### config.mk
export PLATFORM = sky130hd
export DESIGN_NAME = clk_period_meter
export DESIGN_NICKNAME = d
export VERILOG_FILES = /design/src/rtl/clk_period_meter.sv
export SDC_FILE = /design/constraint.sdc
export NUM_CORES = 1
export LEC_CHECK = 0
export ABC_AREA = 1
export BUFFER_PORTS_ARGS = -buffer_cell sky130_fd_sc_hd__buf_4
export CAP_MARGIN = 10
export CORE_MARGIN = 2
export CORE_UTILIZATION = 52
export CTS_CLUSTER_DIAMETER = 40
export DETAILED_ROUTE_END_ITERATION = 7
export HOLD_SLACK_MARGIN = 0.12
export PLACE_DENSITY = 0.81
export SYNTH_ARGS = -nofsm -noshare
export SYNTH_HDL_FRONTEND = slang
export SYNTH_SLANG_ARGS = --single-unit
### constraint.sdc
create_clock -name CLK -period 4.26 [get_ports CLK]
set_input_delay 0.426 -clock CLK [delete_from_list [all_inputs] [get_ports CLK]]
set_output_delay 0.426 -clock CLK [all_outputs]
set_load 0.01 [all_outputs]
### src/rtl/clk_period_meter.sv
// clk_period_meter: measures the period of an asynchronous slow clock SIN in CLK cycles.
// Optional HIGH_TIME output (synchronised SIN high cycles per period) under CLK_PERIOD_METER_HIGH_TIME_EN.
module clk_period_meter #(
    parameter int CNT_W       = 32,
    parameter int SYNC_STAGES = 2,        // legal range 2..4
    parameter int TIMEOUT     = 1048576   // must be < 2**CNT_W
) (
    input  logic             CLK,
    input  logic             RST,
    input  logic             EN,
    input  logic             SIN,
    output logic [CNT_W-1:0] PERIOD,
`ifdef CLK_PERIOD_METER_HIGH_TIME_EN
    output logic [CNT_W-1:0] HIGH_TIME,
`endif
    output logic             RES_VALID,
    input  logic             RES_READY,
    output logic             OVERRUN,
    output logic             STALLED,
    output logic             STATE_DBG
);

    typedef enum logic {
        S_IDLE = 1'b0,
        S_RUN  = 1'b1
    } state_t;

    localparam logic [CNT_W-1:0] TIMEOUT_C = CNT_W'(TIMEOUT);

    logic [SYNC_STAGES-1:0] sync_q;
    logic                   hist_q;
    logic                   sin_s;
    logic                   rise;

    state_t           state_q, state_d;
    logic [CNT_W-1:0] cnt_q, cnt_d, cnt_inc;
    logic             capture;
    logic             stall_set;
    logic             stall_clr;
    logic             xfer;
    logic             drop;

    assign sin_s     = sync_q[SYNC_STAGES-1];
    assign rise      = sin_s & ~hist_q;
    assign cnt_inc   = cnt_q + CNT_W'(1);
    assign STATE_DBG = state_q;

    always_ff @(posedge CLK or negedge RST) begin
        if (!RST) begin
            sync_q <= '0;
            hist_q <= 1'b0;
        end else begin
            sync_q <= {sync_q[SYNC_STAGES-2:0], SIN};
            hist_q <= sin_s;
        end
    end

    always_ff @(posedge CLK or negedge RST) begin
        if (!RST) begin
            state_q <= S_IDLE;
            cnt_q   <= '0;
        end else begin
            state_q <= state_d;
            cnt_q   <= cnt_d;
        end
    end

    // The first rise after idle is only a reference edge; results come from later rises.
    always_comb begin
        state_d   = state_q;
        cnt_d     = cnt_q;
        capture   = 1'b0;
        stall_set = 1'b0;
        stall_clr = 1'b0;
        case (state_q)
            S_IDLE: begin
                cnt_d = '0;
                if (rise && EN) begin
                    state_d   = S_RUN;
                    stall_clr = 1'b1;
                end
            end
            S_RUN: begin
                if (!EN) begin
                    state_d = S_IDLE;
                    cnt_d   = '0;
                end else if (rise) begin
                    capture = 1'b1;
                    cnt_d   = '0;
                end else if (cnt_inc == TIMEOUT_C) begin
                    stall_set = 1'b1;
                    state_d   = S_IDLE;
                    cnt_d     = '0;
                end else begin
                    cnt_d = cnt_inc;
                end
            end
            default: begin
                state_d = S_IDLE;
                cnt_d   = '0;
            end
        endcase
    end

`ifdef CLK_PERIOD_METER_HIGH_TIME_EN
    logic [CNT_W-1:0] hi_cnt_q;
    logic [CNT_W-1:0] hi_inc;

    assign hi_inc = hi_cnt_q + CNT_W'(1);

    // The rise cycle itself is high; it is counted through hi_inc at capture.
    always_ff @(posedge CLK or negedge RST) begin
        if (!RST) begin
            hi_cnt_q <= '0;
        end else if (rise || state_q == S_IDLE) begin
            hi_cnt_q <= '0;
        end else if (sin_s) begin
            hi_cnt_q <= hi_inc;
        end
    end
`endif

    // Handshake: a result transfers in any cycle with RES_VALID && RES_READY; RES_VALID
    // stays high until then, and a capture while the old result is unconsumed is dropped.
    assign xfer = RES_VALID & RES_READY;
    assign drop = capture & RES_VALID & ~RES_READY;

    always_ff @(posedge CLK or negedge RST) begin
        if (!RST) begin
            PERIOD    <= '0;
`ifdef CLK_PERIOD_METER_HIGH_TIME_EN
            HIGH_TIME <= '0;
`endif
            RES_VALID <= 1'b0;
            OVERRUN   <= 1'b0;
            STALLED   <= 1'b0;
        end else begin
            if (drop) begin
                OVERRUN <= 1'b1;
            end else if (capture) begin
                PERIOD    <= cnt_inc;
`ifdef CLK_PERIOD_METER_HIGH_TIME_EN
                HIGH_TIME <= hi_inc;
`endif
                RES_VALID <= 1'b1;
                if (xfer) begin
                    OVERRUN <= 1'b0;
                end
            end else if (xfer) begin
                RES_VALID <= 1'b0;
                OVERRUN   <= 1'b0;
            end

            if (stall_set) begin
                STALLED <= 1'b1;
            end else if (stall_clr) begin
                STALLED <= 1'b0;
            end
        end
    end

endmodule
Word-level counts from Yosys, hierarchy flattened --
Index checks and enable logic that the tools add are counted.
Word-level totals: bits of input ports 5, register bits after elaboration 71, output and inout port bits 36
Cells by class: equality and inequality tests 1, reduce and logical (&&, ||, !) cells 6, bitwise gates (word level) 8, muxes and demuxes 22, $add $sub $neg 1
Operators with widths (count):
- $mux W32 | 3
- $pmux W32 S2 | 1
- $add A32 B1 Y32 const B | 1
- $eq A32 B21 Y1 const B | 1
- $mux W1 | 17
- $reduce_bool A2 Y1 | 3
- $and A1 B1 Y1 | 4
- $not A1 Y1 | 4
- $reduce_and A2 Y1 | 2
- $pmux W1 S2 | 1
- $logic_and A1 B1 Y1 | 1

Depth between registers and ports, before layout --
word-level depth 9, mapped depth 15

Worst setup path before layout --
No wires, ideal clock.
kind reg2reg, start reg cnt_q[0], end reg cnt_q[6], required time 4.145 ns, cell stages (with the launch flop) 16, data arrival time 1.871 ns, setup slack 2.274 ns, path through dfrtp_1 > ha_1 > nand2_2 > nor2_4 > nand2_2 > nor2_4 > nand2_1 > nand2_1 > nand2_2 > nor2_1 > nand2_1 > nor2_2 > nand3_2 > nand2_4 > buf_12 > nor2_1
On the way: cells in the longest elaborated chain, start to end 6
RTL lines:
- start, declared | RTL line 36 | logic [CNT_W-1:0] cnt_q, cnt_d, cnt_inc;
- start signal, assigned | RTL line 64 | cnt_q <= cnt_d;
- $add A32 B1 Y32 * | RTL line 45 | assign cnt_inc = cnt_q + CNT_W'(1);
- $eq A32 B21 Y1 | RTL line 90 | end else if (cnt_inc == TIMEOUT_C) begin
- $mux W32 * | RTL line 90
- $mux W32 * | RTL line 87 | end else if (rise) begin
- $mux W32 * | RTL line 84 | if (!EN) begin
- $pmux W32 S2 * | RTL line 75 | case (state_q)
- via cnt_d[6] | RTL line 36
Mark *: on every way through the listed nets, which the timed path passes. The rest lies on a longest branch. A chain may end at the register's enable or synchronous reset.

Final worst setup path --
Same ends and word-level chain as after synthesis.

==> metrics.log <==
[metrics] largest cells by area after synthesis: sky130_fd_sc_hd__dfrtp_1, sky130_fd_sc_hd__nand2_1, sky130_fd_sc_hd__nor2_1, sky130_fd_sc_hd__inv_1, sky130_fd_sc_hd__o21ai_0
[metrics] clock latency of the later-clocked register in the worst-skew pair: 0.35 ns
[metrics] post-synthesis instance area: 3597 um^2
[metrics] delay of the slowest critical-path stage: 0.46 ns
[metrics] number of diodes added for antenna fixing: 0
[metrics] routability-driven placement congestion ratio: 0.9839
[metrics] Max-Slew Margin vs Limit: 39.56%
[metrics] capture instance of the worst register-to-register path: cnt_q[6]
[metrics] number of hold-slack violations in the final timing report: 0
[metrics] most common cell after layout, fill and taps aside: sky130_fd_sc_hd__nand2_1
[metrics] kind of end point of the critical path: flop
[metrics] vias after detailed routing: 3102
[metrics] setup skew after layout: 0.01383 ns
[metrics] number of buffers added to fix hold violations after cts: 0
[metrics] met1 track utilization from global routing: 32.63%
[metrics] RSZ-0062 raised after global routing: no
[metrics] total gr overflow: 0
[metrics] GR Util met3: 4.929%
[metrics] standard cell with the maximum stage delay on the critical path: sky130_fd_sc_hd__dfrtp_1
[metrics] Global Route met2 Usage: 35.39%
[metrics] Worst Reg-to-Reg Cells: 14
[metrics] nature of the critical path startpoint: flop
[metrics] horizontal extent of the die: 87.17 um
[metrics] xor-xnor portion of the synthesized cell area: 0.4870%
[metrics] net count after synthesis: 486
[metrics] final count of pins violating max slew: 0
[metrics] Avg Synthesized Cell Area: 7.510 um^2
[metrics] share of synthesized cell area in full adder, half adder and majority cells: 0.6957%
[metrics] reg-to-reg critical path startpoint: cnt_q[0]
[metrics] pin count of the biggest net entering global routing: 72
[metrics] post-detailed-placement half-perimeter wirelength: 5881 um
[metrics] cell with the most instances on the worst path: sky130_fd_sc_hd__nand2_1
[metrics] wire length reported by the detailed router: 8095 um
[metrics] number of top-level design ports: 41
[metrics] router iterations before antenna repair: 4
[metrics] number of antenna violations at the first check in global routing: 0
[metrics] count of standard-cell rows: 30
[metrics] status: complete, no violations
[metrics] number of DRC markers in iteration 0: 232
[metrics] global-route wire length before repair: 13570 um
[metrics] post-synth top area share: 49.39%
[metrics] Worst Path Max Fanout: 32
[metrics] vias in the first global route: 2935
[metrics] CP top delay family: simple AND/OR/NAND/NOR gates
[metrics] gr busiest metal: met2
[metrics] share of cells above drive strength 1: 16.13%
[metrics] Num CTS Buffers: 9
[metrics] destination of the worst hold path: sync_q[0]
[metrics] Worst EP arrival: 2.81 ns
[metrics] detailed-route DRC error count: 0
[metrics] Post-Route Setup TNS: 0 ns
[metrics] count of different cell masters after synthesis: 21
[metrics] cell leakage power: 1.930 nW
[metrics] fraction of the mapped netlist area in compound gates: 5.983%
[metrics] simple-gate share of the synthesized area: 35.06%
[metrics] core area: 6756 um^2
[metrics] TritonCTS clock tree: done
[metrics] wire length per cell after detailed routing: 13.34 um
[metrics] total design power: 1.392 mW
[metrics] Max Fclk: 385.6 MHz
[metrics] worst hold path depth: 1
[metrics] Worst Max-Slew Pin Slew: 0.9066 ns
[metrics] crit path time final: 2.593 ns
[metrics] maximum buffer depth of the clock tree: 2
[metrics] Max VDD drop: 0.2510 mV
[metrics] total of endpoints with negative setup slack in the final report: 0
[metrics] total of buffers placed on input and output ports: 40
[metrics] die height: 87.17 um
[metrics] critical path class: reg2reg
[metrics] Max-Cap Viols: 0
[metrics] area grow syn2layout: 16.35%
[metrics] number of cells produced by synthesis: 479
[metrics] number of nets with antenna violations after detailed routing: 0
[metrics] buffers and inverters on the worst path: 0
[metrics] Nets: 529
[metrics] number of warnings reported in the yosys synthesis log: 0
[metrics] post-DR vias/cell: 5.110
[metrics] dominant combinational cell family by area after synthesis: simple AND/OR/NAND/NOR gates
[metrics] R2R Setup Slk: 1.67 ns
[metrics] most area-hungry cell type in the Yosys netlist: sky130_fd_sc_hd__dfrtp_1
[metrics] required time of the worst setup path: 4.48 ns
[metrics] number of sinks handled by clock tree synthesis: 71
[metrics] multiplexer area fraction after synthesis: 0%
[metrics] post-CTS setup buffers: 0
[metrics] power per standard cell area: 332.7 nW/um^2
[metrics] initial core utilization: 53.24%
[metrics] leading cell types in the layout, fill and taps excluded: sky130_fd_sc_hd__nand2_1, sky130_fd_sc_hd__nor2_1, sky130_fd_sc_hd__dfrtp_1
[metrics] GRT Total Usage: 23.22%
[metrics] Total Die Area: 7599 um^2
[metrics] clock-pin slew reported for the worst setup and hold paths after clock tree synthesis: 0.09 ns
[metrics] root cell of the clock tree: sky130_fd_sc_hd__clkbuf_8
[metrics] total of flip-flops plus latches after synthesis: 71
[metrics] cells along the critical path: ha_1 > nand2_2 > nor2_4 > nand2_2 > nor2_4 > nand2_1 > nand2_1 > nand2_1 > nor2_1 > nand2_1 > nor2_2 > nand3_2 > nand2_4 > nor2_1
[metrics] quantity of gates resized following cts: 0
[metrics] deepest level of the CTS H-tree: 3
[metrics] Period Utilization, post-route: 60.88%
[metrics] Min-Delay Path Class: in2reg
[metrics] hold path startpoint: SIN
[metrics] share of the yosys chip area belonging to registers: 49.39%
## where the power goes
part           total [mW]  switching, mW  internal, mW  leakage [nW]
Clock               0.652          0.262         0.391         0.123
Sequential          0.689        0.00581         0.683         0.981
Combinational      0.0512         0.0342        0.0170         0.826
Total                1.39          0.302          1.09          1.93
## worst max-delay path by stage
| stage | slack [ns] | cells after the start | to | from |
|---|---|---|---|---|
| floorplan | 2.27 | 15 | cnt_q[6] | cnt_q[0] |
| global placement | 1.93 | 14 | cnt_q[0] | cnt_q[0] |
| detailed placement | 1.74 | 14 | cnt_q[6] | cnt_q[0] |
| CTS | 1.69 | 14 | cnt_q[6] | cnt_q[0] |
| global route | 1.49 | 14 | cnt_q[12] | cnt_q[0] |
| finish | 1.67 | 14 | cnt_q[6] | cnt_q[0] |
## cells in the mapped netlist, drive strengths merged
cell type / count
nand3b: 12
dfrtp: 71
o21bai: 1
nand4: 3
inv: 63
buf: 3
clkbuf: 6
ha: 2
xor2: 2
o21ai: 40
nand2: 167
a22oi: 1
nand3: 12
nor2: 96
## per-stage QoR
step                area (um^2)  setup WS, ns  utilization [%]  hold slack [ns]  std cells
floorplan                  3597         2.274                -           0.1304        479
global placement           3940         1.929            58.31           0.3344        591
detailed placement         3940         1.743            58.31           0.3389        591
CTS                        4185         1.688            61.94           0.1607        607
global route               4185         1.490            61.94           0.1518        607
finish                     4185         1.667            61.94           0.1715        607
## flip-flops by register name (all words and copies together) (netlist names)
signal / flops
PERIOD: 32
cnt_q: 32
sync_q: 2
OVERRUN: 1
RES_VALID: 1
STALLED: 1
STATE_DBG: 1
hist_q: 1
## final cells by class
| class | instances | area (um^2) |
|---|---|---|
| Clock inverter | 7 | 121.4 |
| Sequential cell | 71 | 1777 |
| Inverter | 63 | 236.5 |
| Multi-Input combinational cell | 336 | 1519 |
| Fill cell | 598 | 2571 |
| Timing Repair Buffer | 41 | 307.8 |
| Tap cell | 80 | 100.1 |
| Clock buffer | 9 | 123.9 |
## layer usage
metal  vias up  wire, um
li1       1543         -
met1      1451      3776
met2        89      3718
met3        19       413
met4         0       186
met5         -         0
## cell families (layout without fill, tap and decap cells)
group | Yosys count | in the layout
AO/OA/AOI/OAI | 42 | 42
XOR/XNOR | 2 | 2
adder cells (fa/ha/maj) | 2 | 2
buffers and inverters | 72 | 120
flip-flops | 71 | 71
AND/OR/NAND/NOR | 290 | 290
Power figures use the tool's default switching activity.
